**src/rtl/syzygy_adc_enc_pkg.sv**
```systemverilog
// Shared constants for the SYZYGY ADC encode-clock generator: FSM state encoding
// and default parameter values.
package syzygy_adc_enc_pkg;

   localparam int unsigned NUM_CH_DEF       = 2;
   localparam int unsigned DIV_W_DEF        = 8;
   localparam int unsigned WARMUP_EDGES_DEF = 16;

   localparam int unsigned EDGE_CNT_W = 8;
   localparam int unsigned ST_W       = 2;

   localparam logic [ST_W-1:0] ST_IDLE   = 2'd0;
   localparam logic [ST_W-1:0] ST_WARMUP = 2'd1;
   localparam logic [ST_W-1:0] ST_RUN    = 2'd2;
   localparam logic [ST_W-1:0] ST_DRAIN  = 2'd3;

endpackage

```
**src/rtl/syzygy_adc_enc_div.sv**
```systemverilog
// Shared half-period counter and encode phase toggle. Exposes the next phase so
// the parent can register all channel outputs in step with it.
module syzygy_adc_enc_div
   import syzygy_adc_enc_pkg::*;
#(
   parameter int unsigned DIV_W = DIV_W_DEF
) (
   input  logic             clk,
   input  logic             reset,
   input  logic             load,
   input  logic             run,
   input  logic             allow_rise,
   input  logic [DIV_W-1:0] div,
   output logic             phase_next_c,
   output logic             rise_c
);

   logic [DIV_W-1:0] half_q;
   logic [DIV_W-1:0] half_next;
   logic [DIV_W-1:0] cnt;
   logic [DIV_W-1:0] cnt_next;
   logic             phase;
   logic             term_c;

   assign term_c = (cnt == DIV_W'(half_q - DIV_W'(1)));

   // Load starts a high phase; a blocked rise leaves the phase low so the parent can finish.
   always_comb begin
      half_next    = half_q;
      cnt_next     = cnt;
      phase_next_c = phase;
      if (load) begin
         half_next    = (div == '0) ? DIV_W'(1) : div;
         cnt_next     = '0;
         phase_next_c = 1'b1;
      end else if (run) begin
         if (term_c) begin
            cnt_next     = '0;
            phase_next_c = phase ? 1'b0 : allow_rise;
         end else begin
            cnt_next = DIV_W'(cnt + DIV_W'(1));
         end
      end else begin
         cnt_next     = '0;
         phase_next_c = 1'b0;
      end
   end

   assign rise_c = ~phase & phase_next_c;

   always_ff @(posedge clk or posedge reset) begin
      if (reset) begin
         half_q <= '0;
         cnt    <= '0;
         phase  <= 1'b0;
      end else begin
         half_q <= half_next;
         cnt    <= cnt_next;
         phase  <= phase_next_c;
      end
   end

endmodule

```
**src/rtl/syzygy_adc_enc_gen.sv**
```systemverilog
// ADC encode clock generator with warmup, run and drain phases.
// Optional ADC_ENC_SAMPLE_CNT_EN adds a saturating count of run-phase rising edges.
module syzygy_adc_enc_gen
   import syzygy_adc_enc_pkg::*;
#(
   parameter int unsigned NUM_CH       = NUM_CH_DEF,
   parameter int unsigned DIV_W        = DIV_W_DEF,
   parameter int unsigned WARMUP_EDGES = WARMUP_EDGES_DEF
) (
   input  logic              clk,
   input  logic              reset,
   input  logic              start,
   input  logic              stop,
   input  logic [DIV_W-1:0]  div,
   input  logic [NUM_CH-1:0] ch_en,
   output logic [NUM_CH-1:0] adc_encode,
   output logic [NUM_CH-1:0] adc_encode_t,
   output logic              busy,
   output logic              ready
`ifdef ADC_ENC_SAMPLE_CNT_EN
   ,
   output logic [31:0]       sample_count
`endif
);

   localparam int unsigned EDGE_CMP_W = EDGE_CNT_W + 1;

   logic [ST_W-1:0]       state;
   logic [ST_W-1:0]       state_next;
   logic [EDGE_CNT_W-1:0] edge_cnt;
   logic [EDGE_CNT_W-1:0] edge_cnt_next;
   logic [NUM_CH-1:0]     en_q;
   logic [NUM_CH-1:0]     en_next;
   logic [NUM_CH-1:0]     encode_next;
   logic [NUM_CH-1:0]     encode_t_next;
   logic                  busy_next;
   logic                  ready_next;
   logic                  load_c;
   logic                  run_c;
   logic                  allow_rise_c;
   logic                  phase_next_c;
   logic                  rise_c;

   // Stop dominates start; start is only honoured from IDLE.
   assign load_c       = (state == ST_IDLE) && start && !stop;
   assign run_c        = (state != ST_IDLE);
   assign allow_rise_c = ((state == ST_WARMUP) || (state == ST_RUN)) && !stop;

   syzygy_adc_enc_div #(
      .DIV_W(DIV_W)
   ) u_div (
      .clk         (clk),
      .reset       (reset),
      .load        (load_c),
      .run         (run_c),
      .allow_rise  (allow_rise_c),
      .div         (div),
      .phase_next_c(phase_next_c),
      .rise_c      (rise_c)
   );

   always_comb begin
      state_next    = state;
      edge_cnt_next = edge_cnt;
      en_next       = en_q;
      case (state)
         ST_IDLE: begin
            if (load_c) begin
               en_next       = ch_en;
               edge_cnt_next = EDGE_CNT_W'(1);
               state_next    = (WARMUP_EDGES == 1) ? ST_RUN : ST_WARMUP;
            end
         end
         ST_WARMUP: begin
            if (stop) begin
               state_next = ST_DRAIN;
            end else if (rise_c) begin
               if (edge_cnt != '1) begin
                  edge_cnt_next = EDGE_CNT_W'(edge_cnt + EDGE_CNT_W'(1));
               end
               if ((EDGE_CMP_W'(edge_cnt) + EDGE_CMP_W'(1)) == EDGE_CMP_W'(WARMUP_EDGES)) begin
                  state_next = ST_RUN;
               end
            end
         end
         ST_RUN: begin
            if (stop) begin
               state_next = ST_DRAIN;
            end
         end
         ST_DRAIN: begin
            if (!phase_next_c) begin
               state_next = ST_IDLE;
            end
         end
         default: state_next = ST_IDLE;
      endcase

      // Outputs follow the next state so they land in the same cycle as the transition.
      busy_next     = (state_next != ST_IDLE);
      ready_next    = (state_next == ST_RUN);
      encode_next   = busy_next ? ({NUM_CH{phase_next_c}} & en_next) : '0;
      encode_t_next = busy_next ? ~en_next : '1;
   end

   always_ff @(posedge clk or posedge reset) begin
      if (reset) begin
         state        <= ST_IDLE;
         edge_cnt     <= '0;
         en_q         <= '0;
         adc_encode   <= '0;
         adc_encode_t <= '1;
         busy         <= 1'b0;
         ready        <= 1'b0;
      end else begin
         state        <= state_next;
         edge_cnt     <= edge_cnt_next;
         en_q         <= en_next;
         adc_encode   <= encode_next;
         adc_encode_t <= encode_t_next;
         busy         <= busy_next;
         ready        <= ready_next;
      end
   end

`ifdef ADC_ENC_SAMPLE_CNT_EN
   // Counts rising edges emitted while in RUN; holds after stop.
   always_ff @(posedge clk or posedge reset) begin
      if (reset) begin
         sample_count <= '0;
      end else if (load_c) begin
         sample_count <= '0;
      end else if ((state_next == ST_RUN) && rise_c && (sample_count != '1)) begin
         sample_count <= sample_count + 32'd1;
      end
   end
`endif

endmodule

```
**config.mk**
```make
export PLATFORM = sky130hd
export DESIGN_NAME = syzygy_adc_enc_gen
export DESIGN_NICKNAME = d
export VERILOG_FILES = /design/src/rtl/syzygy_adc_enc_pkg.sv /design/src/rtl/syzygy_adc_enc_div.sv /design/src/rtl/syzygy_adc_enc_gen.sv
export SDC_FILE = /design/constraint.sdc
export NUM_CORES = 1
export LEC_CHECK = 0
export ABC_AREA = 0
export CORE_MARGIN = 2
export CORE_UTILIZATION = 51
export CTS_CLUSTER_DIAMETER = 100
export CTS_CLUSTER_SIZE = 14
export DETAILED_ROUTE_END_ITERATION = 8
export PLACE_DENSITY = 0.78
export SYNTH_ARGS = -nofsm -noshare
export SYNTH_HDL_FRONTEND = slang
export SYNTH_SLANG_ARGS = --single-unit
export TNS_END_PERCENT = 10
```
**constraint.sdc**
```tcl
create_clock -name clk -period 2.5 [get_ports clk]
set_clock_uncertainty 0.15 [all_clocks]
set_input_delay 0.25 -clock clk [delete_from_list [all_inputs] [get_ports clk]]
set_output_delay 0.25 -clock clk [all_outputs]
set_load 0.05 [all_outputs]
```
==> Yosys cells after proc, flatten, opt, wreduce, memory -nomap -nowiden <==
Index checks and enable logic that the tools add are counted.
{ "totals": {"out_inout_bits": 6, "input_bits": 14, "wordCells": 64, "regBits": 35} }
{ "op_classes": {"bitwise": 4, "n_reduce_logical": 11, "eq_ne": 11, "addsub": 4, "mux": 24} }
{ "op_table": {"columns": ["cell", "n"], "rows": [
  ["2-to-1 mux 8 bit", 8],
  ["2-to-1 mux 2 bit", 10],
  ["adder 8 x 1 -> 8 bit (second input constant)", 2],
  ["case mux 8 bit (2 select lines)", 1],
  ["adder 8 x 1 -> 9 bit (second input constant)", 1],
  ["== test 9 x 5 -> 1 bit (second input constant)", 1],
  ["== test 8 bit", 1],
  ["logical NOT 8 bit", 1],
  ["inequality test 8 bit (second input constant)", 1],
  ["case mux 2 bit (4 select lines)", 1],
  ["subtractor 8 x 1 -> 8 bit (second input constant)", 1],
  ["== test 2 bit (second input constant)", 3],
  ["inequality test 2 bit (second input constant)", 3],
  ["nonzero test 2 bit", 3],
  ["AND reduction 5 bit", 1],
  ["2-to-1 mux 1 bit", 4],
  ["logical AND 1 bit", 3],
  ["bitwise AND 2 bit", 1],
  ["== test 2 x 1 -> 1 bit (second input constant)", 1],
  ["logical NOT 2 bit", 1],
  ["inequality test 2 x 1 -> 1 bit (second input constant)", 1],
  ["NOT 2 bit", 1],
  ["bitwise AND 1 bit", 1],
  ["logical NOT 1 bit", 1],
  ["other kinds (2)", 2]
]} }

==> Logic depth before layout (Yosys ltp) <==
Gate-level depths: netlist (run 1).
{ "depth": {"depth_word": 13, "depth_mapped": 10, "mapped_depth_nobuf": 10} }

==> Cells and area by module <==
From an unflattened synthesis (run 1), not the netlist that was laid out.
{ "hier_totals": {"cells_unflattened": 202, "hier_area_um2": 2038.2} }
{ "modules_own_cells": {"columns": ["module", "cells_per_inst", "area_per_inst_um2", "seq_area_each_um2", "instances"], "rows": [
  ["syzygy_adc_enc_gen", 110, 1076.0, 452.9, 1],
  ["syzygy_adc_enc_div", 92, 962.2, 425.4, 1]
]} }

==> Worst setup path after synthesis (run 1) <==
Ideal clock, no wire load.
{ "synth_path": {"path_type": "register to register", "from": "register u_div.half_q[0]", "to": "register edge_cnt[4]", "arrival_ns": 2.513, "path_slack_ns": -0.232, "setup_time_ns": 0.069, "required_ns": 2.281, "path_buffers": 1, "synth_period_minus_slack_ns": 2.732, "path_stages_with_launch": 11, "path_cell_list": "dfrtp_1 > inv_1 > ha_1 > or3b_1 > nor4_1 > o22ai_1 > a2111oi_2 > o21ai_1 > buf_2 > or4_1 > nand3_1"} }
{ "synth_between": {"elab_chain_len": 8} }
{ "synth_lines": {"columns": ["item", "line", "rtl"], "rows": [
  ["from (decl)", "syzygy_adc_enc_div.sv:18", "logic [DIV_W-1:0] half_q;"],
  ["from (signal assigned)", "syzygy_adc_enc_div.sv:57", "half_q <= half_next;"],
  ["subtractor 8 x 1 -> 8 bit", "syzygy_adc_enc_div.sv:25", "assign term_c = (cnt == DIV_W'(half_q - DIV_W'(1)));"],
  ["== test 8 bit", "syzygy_adc_enc_div.sv:25", null],
  ["2-to-1 mux 1 bit", "syzygy_adc_enc_div.sv:37", "if (term_c) begin"],
  ["2-to-1 mux 1 bit", "syzygy_adc_enc_div.sv:36", "end else if (run) begin"],
  ["2-to-1 mux 1 bit", "syzygy_adc_enc_div.sv:32", "if (load) begin"],
  ["bitwise AND 1 bit", "syzygy_adc_enc_div.sv:49", "assign rise_c = ~phase & phase_next_c;"],
  ["inequality test 2 bit (no line)", null, null],
  ["AND reduction 5 bit (no line)", null, null],
  ["to (signal assigned)", "syzygy_adc_enc_gen.sv:117", "edge_cnt <= edge_cnt_next;"],
  ["to (decl)", "syzygy_adc_enc_gen.sv:30", "logic [EDGE_CNT_W-1:0] edge_cnt;"]
]} }
No other way between the ends.
A chain may end at the register's enable or synchronous reset.

==> Worst setup path after layout (run 1) <==
{ "layout_path": {"from": "register u_div.half_q[1]", "to": "register adc_encode[1]"} }
{ "layout_between": {"elab_chain_len": 11, "elab_cells_between_ends": 13, "cone_classes": "add/sub: 1; eq/ne: 1; mux: 8; bitwise: 2; reduce/logical: 1"} }
{ "layout_lines": {"columns": ["item", "line", "rtl"], "rows": [
  ["subtractor 8 x 1 -> 8 bit *", "syzygy_adc_enc_div.sv:25", null],
  ["== test 8 bit *", "syzygy_adc_enc_div.sv:25", null],
  ["2-to-1 mux 1 bit *", "syzygy_adc_enc_div.sv:37", null],
  ["2-to-1 mux 1 bit *", "syzygy_adc_enc_div.sv:36", null],
  ["2-to-1 mux 1 bit *", "syzygy_adc_enc_div.sv:32", null],
  ["via phase_next_c", "syzygy_adc_enc_gen.sv:41", "logic phase_next_c;"],
  ["bitwise AND 1 bit", "syzygy_adc_enc_div.sv:49", null],
  ["2-to-1 mux 2 bit", "syzygy_adc_enc_gen.sv:77", "end else if (rise_c) begin"],
  ["2-to-1 mux 2 bit", "syzygy_adc_enc_gen.sv:75", "if (stop) begin"],
  ["case mux 2 bit (4 select lines) *", "syzygy_adc_enc_gen.sv:66", "case (state)"],
  ["via state_next[0]", "syzygy_adc_enc_gen.sv:29", "logic [ST_W-1:0] state_next;"],
  ["nonzero test 2 bit *", "syzygy_adc_enc_gen.sv:100", "busy_next = (state_next != ST_IDLE);"],
  ["2-to-1 mux 2 bit *", "syzygy_adc_enc_gen.sv:102", "encode_next = busy_next ? ({NUM_CH{phase_next_c}} & en_next) : '0;"],
  ["via encode_next[1]", "syzygy_adc_enc_gen.sv:34", "logic [NUM_CH-1:0] encode_next;"],
  ["to (signal assigned)", "syzygy_adc_enc_gen.sv:119", "adc_encode <= encode_next;"],
  ["to (decl)", "syzygy_adc_enc_gen.sv:16", "output logic [NUM_CH-1:0] adc_encode,"]
]} }
The timed path passes the listed nets; every way through them passes the cells marked *.

==> results of run 1 <==
flip-flops by register name, summed over array words and instances, names as in the netlist:
signal,cells
busy,1
state,2
en_q,2
u_div.half_q,8
adc_encode,2
edge_cnt,8
adc_encode_t,2
ready,1
u_div.cnt,8
u_div.phase,1
critical path: stages (launching register included):
cell	delay, ns
dfrtp_2	0.45
inv_2	0.08
ha_4	0.13
or3b_4	0.39
nor4_4	0.32
o22ai_4	0.13
a211o_1	0.31
o21a_1	0.14
a31o_4	0.25
o211a_1	0.22
placed cells by master (no fill, tap or decap), drive strengths merged, types with 3 or more instances in the layout:
cell type / count
clkbuf: 7
nor4: 3
a211oi: 3
ha: 7
nand2: 11
or2: 3
xor2: 8
nor3: 3
xnor2: 6
clkdlybuf4s50: 19
nand3: 12
inv: 11
o31ai: 4
mux2: 9
o21ai: 14
a21oi: 5
buf: 29
dfrtp: 33
and3: 5
nor2: 15
metrics by stage:
step	utilization (%)	hold WS [ns]	power (mW)
after floorplan	-	0.251	2.02
after global placement	66.2	0.344	2.56
after detailed placement	66.2	0.358	2.64
after CTS	69.4	0.272	3.12
after global routing	70.5	0.311	3.41
final	70.5	0.272	3.19
area by class of cell:
class	count	area (um^2)	area share, %
clock buffer	7	86.3	3.35
clock inverter	1	5.00	0.194
inverter	12	46.3	1.79
multi-input combinational	142	1090	42.3
sequential	35	880	34.1
tap	48	60.1	2.33
timing repair buffer	48	412	16.0
power groups by stage:
| stage | sequential, mW | clock, mW | combinational, mW |
|---|---|---|---|
| finish | 0.960 | 0.427 | 1.81 |
| global route | 0.981 | 0.457 | 1.97 |
| CTS | 0.961 | 0.434 | 1.73 |
| detailed placement | 0.968 | 0 | 1.68 |
| global placement | 0.954 | 0 | 1.60 |
| floorplan | 1.11 | 0 | 0.913 |
layer usage:
metal	global-route usage, %	share of wire (%)	wire [um]
met1	30.2	44	1990
met2	39.4	51	2320
met3	5.62	3.1	139
met4	7.55	1.6	72
met5	0	0	0
kinds of logic (layout without fill, tap and decap cells):
family                     count (synthesis)  count (layout)  share of synthesized area, %
xor gates and xnor gates                  14              14                          6.30
AOI/OAI and AO/OA                         47              47                          17.0
buffers and inverters                     18              68                          3.66
muxes                                      9               9                          5.21
DFF                                       35              35                          45.1
and+or+nand+nor                           65              65                          18.3
adders and majority gates                  7               7                          4.50
worst paths after layout:
check / startpoint / end / slack [ns] / cells after the start
setup / recovery: u_div.half_q[1] / adc_encode[1] / -0.20 / 9
hold / removal: reset / u_div.half_q[7] / 0.27 / 3
setup reg to reg: u_div.half_q[1] / adc_encode[1] / -0.20 / 9
hold reg to reg: en_q[1] / en_q[1] / 0.37 / 1
max in group asynchronous: reset / adc_encode_t[1] / 1.58 / 3
min in group clk: en_q[1] / en_q[1] / 0.37 / 1
repair_timing:
| action | 4_1_cts | 5_1_grt |
|---|---|---|
| resized for setup | 6 | 5 |
| pin swaps | 1 | 9 |
| setup buffers | 0 | 2 |
| endpoints found under the hold margin | 0 | 0 |
| setup endpoints to repair | 14 | 16 |
| cloned | 0 | 0 |
==> impl_metrics.json, run 1 <==
{
  "syn_area_um2": 1950,
  "synthTopCellsByArea": "dfrtp_1 42%, mux2_2 5.2%, ha_1 4.5%",
  "drive_above_1_share_pct": 28.2,
  "cts.clk_slew.worst_paths_ns": 0.07,
  "seq_area_frac_synth_pct": 45.1,
  "hold_viol_final": 0,
  "grt_max_degree": 36,
  "dp_cells": 283,
  "postLayoutCellArea_um2": 2580,
  "min_period_over_period_pct": 108,
  "ys_ff_latch": 35,
  "power_frac_comb_pct": 56.6,
  "grt_pass1_wl_um": 7800,
  "nNetsFinal": 265,
  "drc": 0,
  "setup_ws_ns": -0.195,
  "hpwl_um": 3340,
  "track_usage_pct": 23.6,
  "synth_edf_count": 0,
  "postPlaceCellArea_um2": 2420,
  "syn_to_final_growth_pct": 32.5,
  "avgSynthCellArea_um2": 9.98,
  "ys.flop_type": "dfrtp_1",
  "slew_viol_final": 0,
  "htreeDepth": 2,
  "p_seq_share_pct": 30.1,
  "maxSlewHeadroom_pct": 66.2,
  "drtIter0Drc": 58,
  "fin_crit_ns": 2.70,
  "core-area_um2": 3660,
  "synthTopCellsByCount": "33 x dfrtp_1, 15 x nor2_1, 13 x o21ai_0",
  "clkLatencyLatePin_ns": 0.29,
  "numCtsBuffers": 5,
  "hold_buffers": 0,
  "hold_path_class": "input port to asynchronous set/reset pin",
  "syn_nets": 216,
  "switching_share_pct": 42.0,
  "grt_overflow": 0,
  "synth.most_common_cell": "dfrtp_1",
  "drt-pass1-iter-count": 4,
  "crit_type": "flop to flop",
  "cap_violations": 0,
  "fin_tns_setup_ns": -1.68,
  "diodes": 0,
  "postRouteAntennaNets": 0,
  "violations": "setup timing",
  "clockBufferDepth": 2,
  "antenna_found_initial": 0,
  "final_cells": 293,
  "worst_setup_path_start_kind": "flop",
  "grt_pass1_vias": 1735,
  "dr_total_vias": 1643,
  "yosys_warnings": 0,
  "fillers": 269,
  "path_max_fanout": 7,
  "crit_required_ns": 2.52,
  "power.density_nw_per_um2": 1240,
  "intPower_mw": 1.85,
  "die_area_um2": 4330,
  "yosys.cell_types.count": 53,
  "ir_drop_mv": 0.933,
  "rsz0062_at_grt": "yes",
  "die_h_um": 65.8,
  "gp_congestion": 0.947,
  "switchingPower_mw": 1.34,
  "async_reset_ff_share_pct": 100,
  "port-buffer-count": 19,
  "finalWirelength_um": 4520,
  "row_count": 22,
  "tightest_slew_ns": 0.505,
  "wl_per_cell_um": 15.4,
  "clock_power_share_pct": 13.4,
  "cp-end-kind": "flop",
  "synth_top_cell_by_area": "dfrtp_1",
  "start_util_pct": 53.2,
  "report.final.setup_viol": 15,
  "status": "finished, violations left",
  "cts-root-buf": "clkbuf_8",
  "tritoncts": "built",
  "p_leak_nw": 1.15,
  "clock-sinks": 35,
  "place_ws_ns": -0.216,
  "synth_top_area_share_pct": 42.4,
  "max_freq_ghz": 0.371,
  "netlist_instances": 195,
  "num_io_pins": 20,
  "routed_via_density": 5.61,
  "chipWidth_um": 65.8,
  "arrival_ns": 2.72
}
No activity file was read; power rests on OpenSTA's default activity.
==> inputs of run 2 (changes only) <==
Settings changed: CORE_UTILIZATION 51 to 40, PLACE_DENSITY 0.78 to 0.64.
==> run 2 against run 1 <==
Effect of this change:
- the flow still finishes with violations (setup timing)
- die area grew 26%
- worst hold slack lost 0.069 ns
- worst setup slack improved by 0.054 ns
- global-route usage decreased by 6.3 points
- highest routed layer unchanged
==> impl_metrics.json, run 2 (same netlist as run 1, synthesis figures left out) <==
{
  "status": "finished, violations left",
  "violations": "setup timing",
  "dr_total_vias": 1656,
  "power.density_nw_per_um2": 1230,
  "grt_max_degree": 36,
  "min_period_over_period_pct": 106,
  "track_usage_pct": 17.3,
  "drive_above_1_share_pct": 28.6,
  "dp_cells": 306,
  "cp_slowest_cell": "dfrtp_2",
  "numCtsBuffers": 5,
  "path_cells": "inv_2, ha_4, or3b_4, o31a_1, o22ai_4, a211oi_2, o2111ai_2, a22o_1, clkinv_2, o211a_1",
  "path_max_fanout": 5,
  "seq_area_um2": 880,
  "htreeDepth": 2,
  "setup_ws_ns": -0.141,
  "cp-end-kind": "flop",
  "cts-root-buf": "clkbuf_8",
  "core-area_um2": 4720,
  "fin_tns_setup_ns": -0.580,
  "final_cells": 315,
  "fin_crit_ns": 2.64,
  "clkLatencyLatePin_ns": 0.30,
  "place_ws_ns": -0.186,
  "arrival_ns": 2.67,
  "cts.clk_slew.worst_paths_ns": 0.07,
  "diodes": 0,
  "num_io_pins": 20,
  "finalWirelength_um": 4310,
  "slew_viol_final": 0,
  "tritoncts": "built",
  "crit_type": "flop to flop",
  "gp_congestion": 0.805,
  "drc": 0,
  "syn_to_final_growth_pct": 35.0,
  "reg2regPathDepth": 10,
  "holdWs_ns": 0.203,
  "p_leak_nw": 1.16,
  "maxSlewHeadroom_pct": 67.1,
  "hold_path_class": "input port to asynchronous set/reset pin",
  "wl_per_cell_um": 13.7,
  "port-buffer-count": 19,
  "report.final.setup_viol": 8,
  "chipWidth_um": 73.8,
  "start_util_pct": 41.2,
  "grt_pass1_wl_um": 7110,
  "worst_setup_path_start_kind": "flop",
  "rsz0062_at_grt": "yes",
  "fillers": 445,
  "slowest_delay_ns": 0.44,
  "largestRegisters": "edge_cnt (8), u_div.cnt (8), u_div.half_q (8)",
  "hpwl_um": 3100,
  "row_count": 25,
  "drtIter0Drc": 68,
  "clockBufferDepth": 2,
  "clock-sinks": 35,
  "postLayoutCellArea_um2": 2630,
  "drt-pass1-iter-count": 4,
  "layout_common_cells": "32 x dfrtp_1, 32 x buf_4, 19 x clkdlybuf4s50_1",
  "postRouteAntennaNets": 0,
  "antenna_found_initial": 0,
  "tightest_slew_ns": 0.493,
  "routed_via_density": 5.26,
  "grt_overflow": 0,
  "max_freq_ghz": 0.379,
  "grt_pass1_vias": 1580,
  "die_area_um2": 5440,
  "cap_violations": 0,
  "hold_viol_final": 0,
  "postPlaceCellArea_um2": 2480,
  "ir_drop_mv": 0.799,
  "crit_required_ns": 2.53,
  "multi_input_area_um2": 1100,
  "nNetsFinal": 268,
  "die_h_um": 73.8
}
-- run 2: cell type report --
cell class	count	area share, %
multi-input combinational	142	41.7
sequential	35	33.5
timing repair buffer	51	16.4
clock buffer	7	3.28
tap	67	3.19
inverter	12	1.76
clock inverter	1	0.190
-- run 2: per-layer routing --
metal | vias up | share of wire, % | global-route usage, %
met2 | 35 | 49 | 27.1
li1 | 817 | - | -
met3 | 8 | 4.3 | 3.70
met1 | 796 | 45 | 23.2
met5 | - | 0 | 0
met4 | 0 | 1.8 | 7.27
-- run 2: timing repair --
action,4_1_cts,5_1_grt
setup endpoints to repair,15,15
endpoints found under the hold margin,0,0
setup buffers,1,0
gates cloned,0,0
hold buffers,0,0
pin swaps,4,1
resized for setup,7,2
-- run 2: path summary, 6_finish.rpt --
path / end / from / slack, ns
worst max-delay path: adc_encode[1] / u_div.half_q[1] / -0.14
worst min-delay path: edge_cnt[4] / reset / 0.20
worst max register to register: adc_encode[1] / u_div.half_q[1] / -0.14
worst min register to register: en_q[1] / en_q[1] / 0.36
max in group asynchronous: adc_encode_t[1] / reset / 1.64
min in group clk: en_q[1] / en_q[1] / 0.36
-- run 2: power by group --
group,switching [mW],internal [mW]
Combinational,0.965,0.875
Clock,0.209,0.222
Sequential,0.165,0.785
-- run 2: critical path, delay by kind of cell (launching register included) --
| family | cells | cell delay (ns) |
|---|---|---|
| buffers and inverters | 2 | 0.18 |
| flip-flops | 1 | 0.44 |
| AND/OR/NAND/NOR | 1 | 0.39 |
| adder cells (fa/ha/maj) | 1 | 0.13 |
| AO/OA/AOI/OAI | 6 | 1.24 |
-- run 2: stage by stage --
stage	util (%)	power, mW
finish	55.7	3.22
global placement	52.4	2.65
global route	55.7	3.45
CTS	55.4	3.22
detailed placement	52.4	2.68
floorplan	-	2.02
==> variant, RTL diff (config.mk and constraints of run 1) <==
Add an input register stage for `div`; this delays it by one clock. The other inputs are not delayed to match.
--- a/src/rtl/syzygy_adc_enc_gen.sv
+++ b/src/rtl/syzygy_adc_enc_gen.sv
@@ -24,6 +24,12 @@
 );
 
    localparam int unsigned EDGE_CMP_W = EDGE_CNT_W + 1;
+
+   logic [DIV_W-1:0] div_q;
+
+   always_ff @(posedge clk) begin
+      div_q <= div;
+   end
 
    logic [ST_W-1:0]       state;
    logic [ST_W-1:0]       state_next;
@@ -54,7 +60,7 @@
       .load        (load_c),
       .run         (run_c),
       .allow_rise  (allow_rise_c),
-      .div         (div),
+      .div         (div_q),
       .phase_next_c(phase_next_c),
       .rise_c      (rise_c)
    );
Function: changed (Yosys sat finds a counterexample within 4 cycles, from zero or initial values and one cycle with reset high).
==> variant against run 1 <==
- routed wire length increased by 12%
- design area is 11% higher
- synthesized area is 16% higher
- power is 8.0% higher
- largest power group unchanged
- sequential cell count is 8 higher
- worst setup slack improved by 0.27 ns
- core utilization decreased by 3.9 points
- final cell count up 7.8%
==> variant: results (changes against run 1) <==
Pwr
  – Max VDD drop: 0.6795 mV (-27%)
  – Leakage power: 1.184 nW (+3.0%)
  – Final Power: 3.449 mW (+8.0%)
  – Comb power frac: 54.8% (-1.8 points)
  – Share of power burned in registers: 31.6% (+1.5 points)
  – Sw Pwr: 1.498 mW (+12%)

Drt
  – Vias after detailed routing: 1860 (+13%)
  – Metal3 WL: 173 µm (+24%)
  – Met1 Wirelength: 2.351 mm (+18%)
  – First drt pass iteration count: 6 (+2)
  – Met2 WL post-DR: 2.433 mm (+4.8%)
  – Avg Vias per Cell: 5.886 (+5.0%)
  – Post-Route WL: 5.043 mm (+12%)
  – Initial detailed-routing violation count: 148 (+160%)
  – Highest Signal Layer: met4

Worst setup path
  – Worst Setup EP: adc_encode[0]$_DFF_PP0_
  – Worst reg-to-reg path cell count: 10 (+1)
  – Largest stage delay, worst path: 0.40 ns (-0.05 ns)
  – Critical path fanouts, max: 5 (-2)
  – WP data arrival: 2.48 ns (-0.24 ns)
  – Slowest cell on crit path: dfrtp_1

GRT
  – Total GRT Usage: 20.92% (-2.7 points)
  – Vias in the first global route: 1811 (+4.4%)
  – Met1 Resource Use GR: 28.49% (-1.7 points)
  – Global-route wire length before repair: 8.238 mm (+5.6%)
  – Met3 global-route usage: 2.886% (-2.7 points)
  – Routing usage on met2: 32.39% (-7.0 points)

Finish
  – Share of post-route cells with drive strength above 1: 24.62% (-3.5 points)
  – Final #Nets: 284 (+7.2%)
  – # fillers: 317 (+18%)

Yosys
  – Commonest cells post-synth: dfrtp_1 (33), nor2_1 (15), o21ai_0 (14)
  – Register area share after synthesis: 46.14% (+1.0 points)
  – Count of cell types in the netlist: 55 (+3.8%)
  – Cells after Synth: 219 (+12%)
  – Post-synth ARST share: 81.40% (-19 points)
  – Syn_nets: 240 (+11%)

STA
  – Setup WS post-layout: 0.07100 ns (+0.2661 ns)
  – Slew margin rel.: 66.65% (+0.44 points)
  – WHS: 0.1888 ns (-0.08268 ns)

Placed design
  – GPL Wtd Cong: 0.8478 (-10%)
  – Setup WS pre-CTS: -0.01256 ns (+0.2031 ns)
  – Area of placed instances: 2629 µm² (+8.5%)

Outcome
  – Outcome: finished, final reports clean

Clock network
  – Clock-pin slew of the registers on the worst-case setup and hold paths: 0.09 ns (+0.02 ns)
variant: changes by cell type after synthesis, sizes merged, moves of 3 or more:
cell / run 1 / this run
nor3: 3 / 8
xnor2: 6 / 11
nand2b: 2 / 5
dfxtp: 0 / 8
o21ai: 14 / 18
and2: 1 / 4
variant: cell families after synthesis:
| family | after synthesis | synth area share [%] |
|---|---|---|
| compound gates | 54 | 17.57 |
| xor+xnor | 17 | 6.948 |
| fa+ha+maj | 7 | 3.891 |
| buf+inv | 15 | 2.557 |
| flops | 43 | 46.14 |
| mux | 9 | 4.502 |
| simple gates | 74 | 18.40 |
variant: timing repair:
action | CTS | global route
gates cloned | 0 | 0
endpoints found under the setup margin | 3 | 9
resized for setup | 2 | 19
setup buffers | 0 | 4
pin swaps | 0 | 7
variant: final cells by class:
class	count	area, µm²	area share (%)
clock buffer	5	68.82	2.407
clock inverter	3	26.28	0.9190
inverter	10	37.54	1.313
multi-input combinational	161	1259	44.03
sequential	43	1040	36.37
tap	52	65.06	2.276
timing repair buffer	42	362.8	12.69
